`src/rtl/sw_debounce_pkg.sv`:
```
// Shared definitions for the 8-bit switch debouncer: FSM states, default
// debounce length and a counter-width helper.
package sw_debounce_pkg;

  localparam int unsigned DEBOUNCE_CYCLES_DEF = 4;

  typedef enum logic {
    SETTLE = 1'b0,
    RUN    = 1'b1
  } state_t;

  // Width needed to hold values 0..n-1, never narrower than one bit.
  function automatic int cnt_width(input int unsigned n);
    return (n > 1) ? $clog2(n) : 1;
  endfunction

endpackage

```
`src/rtl/debounce_bit.sv`:
```
// One switch bit: two-flop synchronizer, stability counter and commit of the
// accepted level. While run_i is low the stable level tracks the synchronizer.
module debounce_bit
  import sw_debounce_pkg::*;
#(
  parameter int unsigned DEBOUNCE_CYCLES = DEBOUNCE_CYCLES_DEF,
  parameter int          CNT_W           = 2
) (
  input  logic clk,
  input  logic rst_n,
  input  logic sw_i,
  input  logic run_i,
  output logic stable_nxt_o,
  output logic commit_o
);

  localparam logic [CNT_W-1:0] CNT_LAST = CNT_W'(DEBOUNCE_CYCLES - 1);

  logic             s1_q, s2_q;
  logic             stable_q, stable_d;
  logic [CNT_W-1:0] cnt_q, cnt_d;

  always_ff @(posedge clk or negedge rst_n) begin
    if (!rst_n) begin
      s1_q     <= 1'b0;
      s2_q     <= 1'b0;
      stable_q <= 1'b0;
      cnt_q    <= '0;
    end else begin
      s1_q     <= sw_i;
      s2_q     <= s1_q;
      stable_q <= stable_d;
      cnt_q    <= cnt_d;
    end
  end

  // Any return to the stable level before the last count clears the run.
  always_comb begin
    stable_d = stable_q;
    cnt_d    = '0;
    commit_o = 1'b0;
    if (!run_i) begin
      stable_d = s2_q;
    end else if (s2_q != stable_q) begin
      if (cnt_q == CNT_LAST) begin
        stable_d = s2_q;
        commit_o = 1'b1;
      end else begin
        cnt_d = cnt_q + CNT_W'(1);
      end
    end
  end

  assign stable_nxt_o = stable_d;

endmodule

```
`src/rtl/sw_debounce8.sv`:
```
// Eight-switch debouncer: settle period after reset, then per-bit debounce
// with a registered change pulse and nonzero flag aligned to o_data.
//   state  | meaning
//   SETTLE | stable levels track the synchronizers, outputs held at zero
//   RUN    | per-bit debounce active, o_ready high until the next reset
module sw_debounce8
  import sw_debounce_pkg::*;
#(
  parameter int unsigned DEBOUNCE_CYCLES = DEBOUNCE_CYCLES_DEF
) (
  input  logic       clk,
  input  logic       rst_n,
  input  logic [7:0] i_sw,
  output logic [7:0] o_data,
  output logic       o_ready,
  output logic       o_change,
  output logic       o_nonzero
);

  localparam int CNT_W = cnt_width(DEBOUNCE_CYCLES);
  localparam int SET_W = cnt_width(DEBOUNCE_CYCLES + 2);
  localparam logic [SET_W-1:0] SETTLE_DONE = SET_W'(DEBOUNCE_CYCLES + 1);

  state_t           state_q, state_d;
  logic [SET_W-1:0] settle_cnt_q, settle_cnt_d;
  logic [7:0]       o_data_q, o_data_d;
  logic             o_change_q, o_change_d;
  logic             o_nonzero_q, o_nonzero_d;
  logic [7:0]       stable_nxt;
  logic [7:0]       commit;
  logic             run;

  assign run = (state_q == RUN);

  for (genvar i = 0; i < 8; i++) begin : g_bit
    debounce_bit #(
      .DEBOUNCE_CYCLES(DEBOUNCE_CYCLES),
      .CNT_W          (CNT_W)
    ) u_bit (
      .clk         (clk),
      .rst_n       (rst_n),
      .sw_i        (i_sw[i]),
      .run_i       (run),
      .stable_nxt_o(stable_nxt[i]),
      .commit_o    (commit[i])
    );
  end

  always_ff @(posedge clk or negedge rst_n) begin
    if (!rst_n) begin
      state_q      <= SETTLE;
      settle_cnt_q <= '0;
      o_data_q     <= '0;
      o_change_q   <= 1'b0;
      o_nonzero_q  <= 1'b0;
    end else begin
      state_q      <= state_d;
      settle_cnt_q <= settle_cnt_d;
      o_data_q     <= o_data_d;
      o_change_q   <= o_change_d;
      o_nonzero_q  <= o_nonzero_d;
    end
  end

  always_comb begin
    state_d      = state_q;
    settle_cnt_d = settle_cnt_q;
    case (state_q)
      SETTLE: begin
        settle_cnt_d = settle_cnt_q + SET_W'(1);
        if (settle_cnt_d == SETTLE_DONE) state_d = RUN;
      end
      RUN: state_d = RUN;
    endcase
  end

  // Outputs are loaded from next-state values so they land on the commit edge.
  always_comb begin
    o_data_d    = (state_d == RUN) ? stable_nxt : 8'h00;
    o_nonzero_d = |o_data_d;
    o_change_d  = |commit;
  end

  assign o_data    = o_data_q;
  assign o_ready   = run;
  assign o_change  = o_change_q;
  assign o_nonzero = o_nonzero_q;

endmodule

```
`config.mk`:
```
export PLATFORM = sky130hd
export DESIGN_NAME = sw_debounce8
export DESIGN_NICKNAME = d
export VERILOG_FILES = /design/src/rtl/sw_debounce_pkg.sv /design/src/rtl/debounce_bit.sv /design/src/rtl/sw_debounce8.sv
export SDC_FILE = /design/constraint.sdc
export NUM_CORES = 1
export LEC_CHECK = 0
export CAP_MARGIN = 5
export CORE_ASPECT_RATIO = 1.2
export CORE_MARGIN = 1.5
export CORE_UTILIZATION = 59
export CTS_CLUSTER_SIZE = 30
export DETAILED_ROUTE_END_ITERATION = 8
export PLACE_DENSITY_LB_ADDON = 0.12
export SKIP_LAST_GASP = 1
export SYNTH_ARGS = -nofsm -noshare
export SYNTH_HDL_FRONTEND = slang
export SYNTH_SLANG_ARGS = --single-unit
```
`constraint.sdc`:
```
create_clock -name clk -period 3.3 [get_ports clk]
set_input_delay 0.66 -clock clk [delete_from_list [all_inputs] [get_ports clk]]
set_output_delay 0.66 -clock clk [all_outputs]
set_load 0.01 [all_outputs]
```
## Word-level counts from Yosys, hierarchy flattened

Cells that the tools add are included.

- Memories kept: 0
- Bits in writable memories: 0
- Bits in registers: 54
- Input bits: 10
- Output and inout port bits: 11
- Word-level logic and storage cells: 141
- Bits in read-only memories: 0
- Latch bits: 0

- Shifts and indexed selects: 0
- Order comparisons: 0
- Bitwise gates (word level): 1
- Equality and inequality tests: 17
- Divide/modulo/power cells: 0
- Add/sub/neg operators: 9
- $mul: 0
- Mux-type cells: 75
- Reduce and logical (&&, ||, !) cells: 2

Operators with widths:

| operator | count |
|---|---|
| $mux W1 | 49 |
| $mux W2 | 24 |
| $add A2 B1 Y2 const B | 8 |
| $eq A2 B2 Y1 const B | 8 |
| $reduce_or A8 Y1 | 2 |
| $mux W8 | 1 |
| $ne A1 B1 Y1 | 8 |
| $add A3 B1 Y3 const B | 1 |
| $eq A3 B3 Y1 const B | 1 |
| $pmux W1 S2 | 1 |
| $not A1 Y1 | 1 |

## Logic depth before layout (Yosys ltp)

Gate-level depths: netlist (run 1).

- Depth in word-level cells: 6
- Mapped depth: 5
- Gate-level depth less buffers: 5

## By module

A second synthesis (run 1) with hierarchy kept.

- Cells, all modules: 135
- Area total of the unflattened synthesis: 2167.1 µm²

By module, submodules not included:

| module | cells an instance | area an instance (µm²) | seq. area each (µm²) | times used |
|---|---|---|---|---|
| debounce_bit | 12 | 202.7 | 125.1 | 8 |
| sw_debounce8 | 39 | 545.5 | 350.3 | 1 |

## Worst setup path before layout (run 1)

No wires, ideal clock.

- Kind: register to register
- Start: reg g_bit[1].u_bit.cnt_q[0]
- End: reg o_nonzero_q, in the netlist o_nonzero
- Buffers on the path: 0
- Clock period less this slack: 1.374 ns
- Library setup time: 0.119 ns
- Arrival time: 1.256 ns
- Required time: 3.181 ns
- Cell stages (with the launch flop): 6
- Setup slack: 1.926 ns
- Cells stage by stage: dfrtp_1 -> ha_1 -> nor2b_1 -> mux2i_1 -> nand4_1 -> o21a_1

- Cells in the longest elaborated chain, start to end: 6

RTL lines:

| element | RTL line | source |
|---|---|---|
| start: declaration | debounce_bit.sv:21 | `logic [CNT_W-1:0] cnt_q, cnt_d;` |
| start signal: assignment | debounce_bit.sv:33 | `cnt_q <= cnt_d;` |
| $eq A2 B2 Y1 | debounce_bit.sv:45 | `if (cnt_q == CNT_LAST) begin` |
| $mux W1 | debounce_bit.sv:45 |  |
| $mux W1 | debounce_bit.sv:44 | `end else if (s2_q != stable_q) begin` |
| $mux W1 | debounce_bit.sv:42 | `if (!run_i) begin` |
| $mux W8 | sw_debounce8.sv:79 | `o_data_d = (state_d == RUN) ? stable_nxt : 8'h00;` |
| $reduce_or A8 Y1 | sw_debounce8.sv:80 | `o_nonzero_d = \|o_data_d;` |
| net o_nonzero_d | sw_debounce8.sv:28 | `logic o_nonzero_q, o_nonzero_d;` |
| end signal: assignment | sw_debounce8.sv:61 | `o_nonzero_q <= o_nonzero_d;` |
| end: declaration | sw_debounce8.sv:28 |  |

The timed path passes the listed nets, and every way through them passes these cells.
A chain may end at the register's enable or synchronous reset.

## Worst setup path in the final report (run 1)

- Start: reg state_q, in the netlist o_ready
- End: out o_ready

RTL lines:

| element | RTL line | source |
|---|---|---|
| start: declaration | sw_debounce8.sv:24 | `state_t state_q, state_d;` |
| start signal: assignment | sw_debounce8.sv:57 | `state_q <= state_d;` |
| end: declaration | sw_debounce8.sv:15 | `output logic o_ready,` |

No word-level cell between the ends.

==> results of run 1 <==
metal layers:
metal	vias up	routed length (µm)	part of all wire	global-route usage
li1	536	-	-	-
met2	19	1470	0.49	0.312
met1	539	1320	0.45	0.212
met5	-	0	0	0
met3	6	109	0.037	0.0524
met4	0	65	0.022	0.0893
worst max-delay path by stage:
stage                            start             endpoint  slack, ns  depth (start not counted)
3_3_place_gp                     rst_n  g_bit[4].u_bit.s1_q       1.68                          1
6_report                       o_ready              o_ready       1.42                          1
4_1_cts                        o_ready              o_ready       1.41                          1
2_1_floorplan  g_bit[1].u_bit.cnt_q[0]            o_nonzero       1.93                          5
3_5_place_dp                     rst_n  g_bit[4].u_bit.s1_q       1.63                          1
5_1_grt                        o_ready              o_ready       1.39                          1
power by group through the flow:
stage,Sequential [µW],Clock (µW),Combinational [µW]
after floorplan,973,0,300
after global placement,951,0,513
after detailed placement,963,0,536
after CTS,951,439,539
after global routing,968,463,598
final,950,430,529
metrics by stage:
step                      worst slack (ns)  utilization  hold WS, ns  cells
after floorplan                       1.93            -        0.331    149
after global placement                1.68        0.680        0.334    204
after detailed placement              1.63        0.680        0.339    204
after CTS                             1.41        0.713        0.360    212
after global routing                  1.39        0.713        0.363    212
final                                 1.42        0.713        0.355    212
cell type report:
cell class                 instances  area share
sequential                        54       0.578
multi-input combinational         80       0.250
timing repair buffer              21      0.0866
clock buffer                       6      0.0310
tap                               37      0.0198
inverter                          12      0.0193
clock inverter                     2      0.0160
placed cells by master, fill, tap and decap left out:
cell type         n
xnor2_1           2
nand2_1           9
buf_2             1
and3_1            8
clkdlybuf4s50_1  19
a41oi_1           1
a21oi_2           1
clkinvlp_4        1
nor2b_1           6
buf_4             1
o21a_1            1
xor2_1            9
nor2_1            8
ha_1             10
inv_1            12
nand2b_1          2
mux2_2            1
a22oi_1           4
clkbuf_1          1
bufinv_16         1
mux2i_1           8
dfrtp_1          54
nand4_1           2
clkbuf_8          5
nor3_1            8
sequential cells by signal, indices dropped and copies added, names as in the netlist:
register / count
g_bit.u_bit.cnt_q: 16
g_bit.u_bit.s1_q: 8
g_bit.u_bit.s2_q: 8
g_bit.u_bit.stable_q: 8
o_change: 1
o_data: 8
o_nonzero: 1
o_ready: 1
settle_cnt_q: 3
logic make-up after synthesis:
family,after synthesis,synth area share
DFF,54,0.675
and+or+nand+nor,43,0.108
buffers and inverters,15,0.0331
xor gates and xnor gates,11,0.0481
adders and majority gates,10,0.0625
muxes,9,0.0456
AOI/OAI and AO/OA,7,0.0275
==> flow_metrics.env, run 1 <==
export IMPL_comb_power_share=0.277
export IMPL_clk_latency_ns=0.31
export IMPL_netlist_area_um2=2000
export IMPL_ys_ff_latch=54
export IMPL_critPathMaxStageDelay_ns=0.55
export IMPL_worstMarginPinSlew_ns=1.13
export IMPL_area_growth_pct=16.9
export IMPL_fin_crit_ns=1.88
export IMPL_min_to="g_bit[0].u_bit.s2_q"
export IMPL_numPortBuffers=20
export IMPL_max_slew_margin_rel=0.246
export IMPL_worstSetupPathType="register to output pin"
export IMPL_hold_depth=0
export IMPL_status="completed"
export IMPL_leakage_uw=0.00117
export IMPL_dr_pass1_iters=4
export IMPL_antennaDiodeCount=0
export IMPL_initial_utilization=0.610
export IMPL_drt_iter0_drc=53
export IMPL_placed_area_um2=2230
export IMPL_synth_top_area_cell="dfrtp_1"
export IMPL_gp_congestion=0.702
export IMPL_cp_cell_sequence="clkdlybuf4s50_1"
export IMPL_hp_start="g_bit[0].u_bit.s1_q"
export IMPL_ctsResizeCount=0
export IMPL_ctsHoldBuffers=0
export IMPL_internal_power_uw=1350
export IMPL_syn_inst=149
export IMPL_fin_worst_skew_ns=0.00414
export IMPL_coreArea_um2=3280
export IMPL_vias=1100
export IMPL_seqCellArea_um2=1350
export IMPL_worstPathArrival_ns=1.22
export IMPL_grt_first_pass_wirelength_mm=5.02
export IMPL_syn_num_nets=169
export IMPL_slowest_stage="clkdlybuf4s50_1"
export IMPL_cts_buffers=5
export IMPL_synth_main_ff_cell="dfrtp_1"
export IMPL_synth_enable_flop_cells=0
export IMPL_path_max_fanout=2
export IMPL_final_area_um2=2340
export IMPL_io_pins=21
export IMPL_postRouteAntennaNets=0
export IMPL_seqPwrFrac=0.498
export IMPL_fin_crit_sh=0.569
export IMPL_yosysSeqAreaShare=0.675
export IMPL_antenna_found_initial=0
export IMPL_grt_pass1_vias=1136
export IMPL_ys_warn_count=0
export IMPL_reg2reg_slack_ns=1.64
export IMPL_rr_worst_depth=5
export IMPL_wl_mm=2.96
export IMPL_crit_family="buffers and inverters"
export IMPL_hold_violations=0
export IMPL_synth_area_top_cells="dfrtp_1, ha_1, mux2i_1, xor2_1, and3_1"
export IMPL_synth_avg_cell_area_um2=13.4
export IMPL_chipWidth_um=56.2
export IMPL_crit_buf_inv=1
export IMPL_peakVddDrop_mv=0.628
export IMPL_timing_rr_end="o_nonzero"
export IMPL_cts_setup_buffers=0
export IMPL_crit_path_start_kind="register"
export IMPL_hpwl_mm=2.00
export IMPL_grt_max_degree=55
export IMPL_power_switching_uw=560
export IMPL_cp_required_ns=2.64
export IMPL_finalSetupTns_ns=0
export IMPL_clock_sinks=54
export IMPL_cts_root_buf="clkbuf_8"
export IMPL_drive_gt1_frac=0.0629
export IMPL_max_freq_mhz=532
export IMPL_synth_cell_type_count=20
export IMPL_netlist_area_leader_share=0.675
export IMPL_min_path_type="register to register"
export IMPL_final_nets=194
export IMPL_num_rows=23
export IMPL_end_kind="output pin"
export IMPL_synthArstFlopShare=1.00
export IMPL_setup_violations=0
export IMPL_routed_via_density=5.19
export IMPL_max_cap_violations=0
export IMPL_p_clk_frac=0.225
export IMPL_maxSlewViolCount=0
export IMPL_path_clk_slew_ns=0.09
export IMPL_fin_total_pwr_uw=1910
export IMPL_overflow=0
export IMPL_wl_per_cell_um=14.0
export IMPL_n_fill_cell=248
export IMPL_yosysMostFrequentCell="dfrtp_1"
export IMPL_synthTopCellsByCount="dfrtp_1, inv_1, ha_1"
export IMPL_route_detailed_drc=0
export IMPL_h_tree_depth=2
export IMPL_power_density_nw_per_um2=816
export IMPL_die_area_um2=3750
export IMPL_track_usage=0.183
export IMPL_die_h_um=66.8
export IMPL_cts_tree="yes"
export IMPL_cts_buffer_depth=2
export IMPL_swShare=0.293
export IMPL_multiInputGateArea_um2=584
export IMPL_rsz0062_at_grt="false"
export IMPL_r2r_start="o_ready"
(Power assumes the default switching activity.)
==> inputs of run 2 (changes only) <==
Settings changed: CORE_UTILIZATION 59 to 55.
Clock period 3.3 ns to 1.9 ns, I/O delays scaled along.
==> flow_metrics.env, run 2 (synthesis gave the netlist of run 1 again) <==
export IMPL_reg2reg_slack_ns=0.32
export IMPL_die_h_um=69.1
export IMPL_numPortBuffers=20
export IMPL_final_nets=197
export IMPL_coreArea_um2=3400
export IMPL_final_cell_mix="dfrtp_1, clkdlybuf4s50_1, inv_1"
export IMPL_max_slew_margin_rel=0.676
export IMPL_topRoutingLayerUsed="met4"
export IMPL_route_met3_wl_um=136
export IMPL_clk_latency_ns=0.30
export IMPL_path_clk_slew_ns=0.09
export IMPL_maxSlewViolCount=0
export IMPL_r2r_start="settle_cnt_q[0]"
export IMPL_whs_ns=0.00551
export IMPL_regMostFlops="g_bit.u_bit.cnt_q"
export IMPL_fin_worst_skew_ns=0.00246
export IMPL_status="completed"
export IMPL_crit_path_start_kind="register"
export IMPL_track_usage=0.183
export IMPL_wirelength_met1_mm=1.39
export IMPL_antenna_found_initial=0
export IMPL_fin_crit_ns=1.83
export IMPL_end_kind="output pin"
export IMPL_h_tree_depth=2
export IMPL_crit_path_end="o_ready"
export IMPL_worstMarginPinSlew_ns=0.486
export IMPL_drt_iter0_drc=33
export IMPL_num_rows=23
export IMPL_area_growth_pct=18.7
export IMPL_ctsHoldBuffers=0
export IMPL_initial_utilization=0.590
export IMPL_critPathMaxStageDelay_ns=0.60
export IMPL_routed_via_density=5.25
export IMPL_rr_worst_depth=5
export IMPL_setup_violations=0
export IMPL_finalSetupTns_ns=0
export IMPL_overflow=0
export IMPL_dr_pass1_iters=4
export IMPL_crit_family="buffers and inverters"
export IMPL_cp_cell_sequence="clkdlybuf4s50_1"
export IMPL_cts_buffers=5
export IMPL_slowest_stage="clkdlybuf4s50_1"
export IMPL_rsz0062_at_grt="false"
export IMPL_postRouteAntennaNets=0
export IMPL_hold_violations=0
export IMPL_cts_buffer_depth=2
export IMPL_drive_gt1_frac=0.0843
export IMPL_worstPathArrival_ns=1.45
export IMPL_wl_met2_mm=1.49
export IMPL_cp_required_ns=1.52
export IMPL_crit_path_start="o_ready"
export IMPL_final_common_cell="dfrtp_1"
export IMPL_max_freq_mhz=547
export IMPL_gp_congestion=0.711
export IMPL_crit_buf_inv=1
export IMPL_grt_first_pass_wirelength_mm=5.49
export IMPL_antennaDiodeCount=0
export IMPL_wl_mm=3.08
export IMPL_largest_reg_flops=16
export IMPL_worstSetupPathType="register to output pin"
export IMPL_grt_pass1_vias=1212
export IMPL_die_area_um2=4010
export IMPL_route_detailed_drc=0
export IMPL_power_density_nw_per_um2=1400
export IMPL_ctsResizeCount=1
export IMPL_cts_tree="yes"
export IMPL_grt_max_degree=25
export IMPL_min_path_type="input pin to async pin"
export IMPL_max_cap_violations=0
export IMPL_timing_rr_end="o_nonzero"
export IMPL_cts_setup_buffers=0
export IMPL_path_max_fanout=19
export IMPL_io_pins=21
export IMPL_hpwl_mm=2.23
export IMPL_leakage_uw=0.00119
export IMPL_wl_per_cell_um=14.3
export IMPL_cts_root_buf="clkbuf_8"
export IMPL_vias=1128
export IMPL_chipWidth_um=58.1
export IMPL_fin_crit_sh=0.963
export IMPL_critical_path_depth=1
export IMPL_clock_sinks=54
export IMPL_peakVddDrop_mv=0.924
-- run 2: cell count changes in the layout (fill, tap and decap cells not counted), sizes merged --
cell  previous run  this run
buf              2         5
-- run 2: worst min path at each step --
stage                from                       to  slack, ns  cells past startpoint
finish              rst_n  g_bit[3].u_bit.cnt_q[1]      0.006                      1
global route        rst_n  g_bit[2].u_bit.cnt_q[0]       0.02                      1
global placement    rst_n  g_bit[6].u_bit.cnt_q[0]       0.33                      1
detailed placement  rst_n  g_bit[3].u_bit.cnt_q[1]       0.34                      1
CTS                 rst_n  g_bit[3].u_bit.cnt_q[1]      0.006                      1
floorplan           rst_n  g_bit[0].u_bit.cnt_q[0]       0.08                      0
-- run 2: layout make-up --
class                           instances  area, µm²
Tap cell                               37       46.3
Fill cell                             255       1020
Clock inverter                          2       37.5
Sequential cell                        54       1350
Timing Repair Buffer                   24        238
Multi-Input combinational cell         80        584
Inverter                               12       45.0
Clock buffer                            6       72.6
-- run 2: where the power goes --
group          switching (µW)  total, µW  internal, µW
Combinational             476        947           471
Clock                     345        737           393
Sequential                158       1650          1490
-- run 2: layer usage --
layer,vias up,global-route usage
met5,-,0
met4,0,0.0698
met3,6,0.0507
met2,30,0.283
met1,551,0.244
li1,541,-
-- run 2: stage by stage --
step           cells  instance area [µm²]  utilization  power [µW]  setup WS [ns]
2_1_floorplan    149                 2000            -        2210          0.526
3_3_place_gp     207                 2260        0.667        2570          0.248
3_5_place_dp     207                 2260        0.667        2620          0.253
4_1_cts          215                 2380        0.700        3380         0.0546
5_1_grt          215                 2380        0.700        3570         0.0166
6_report         215                 2380        0.700        3330         0.0704
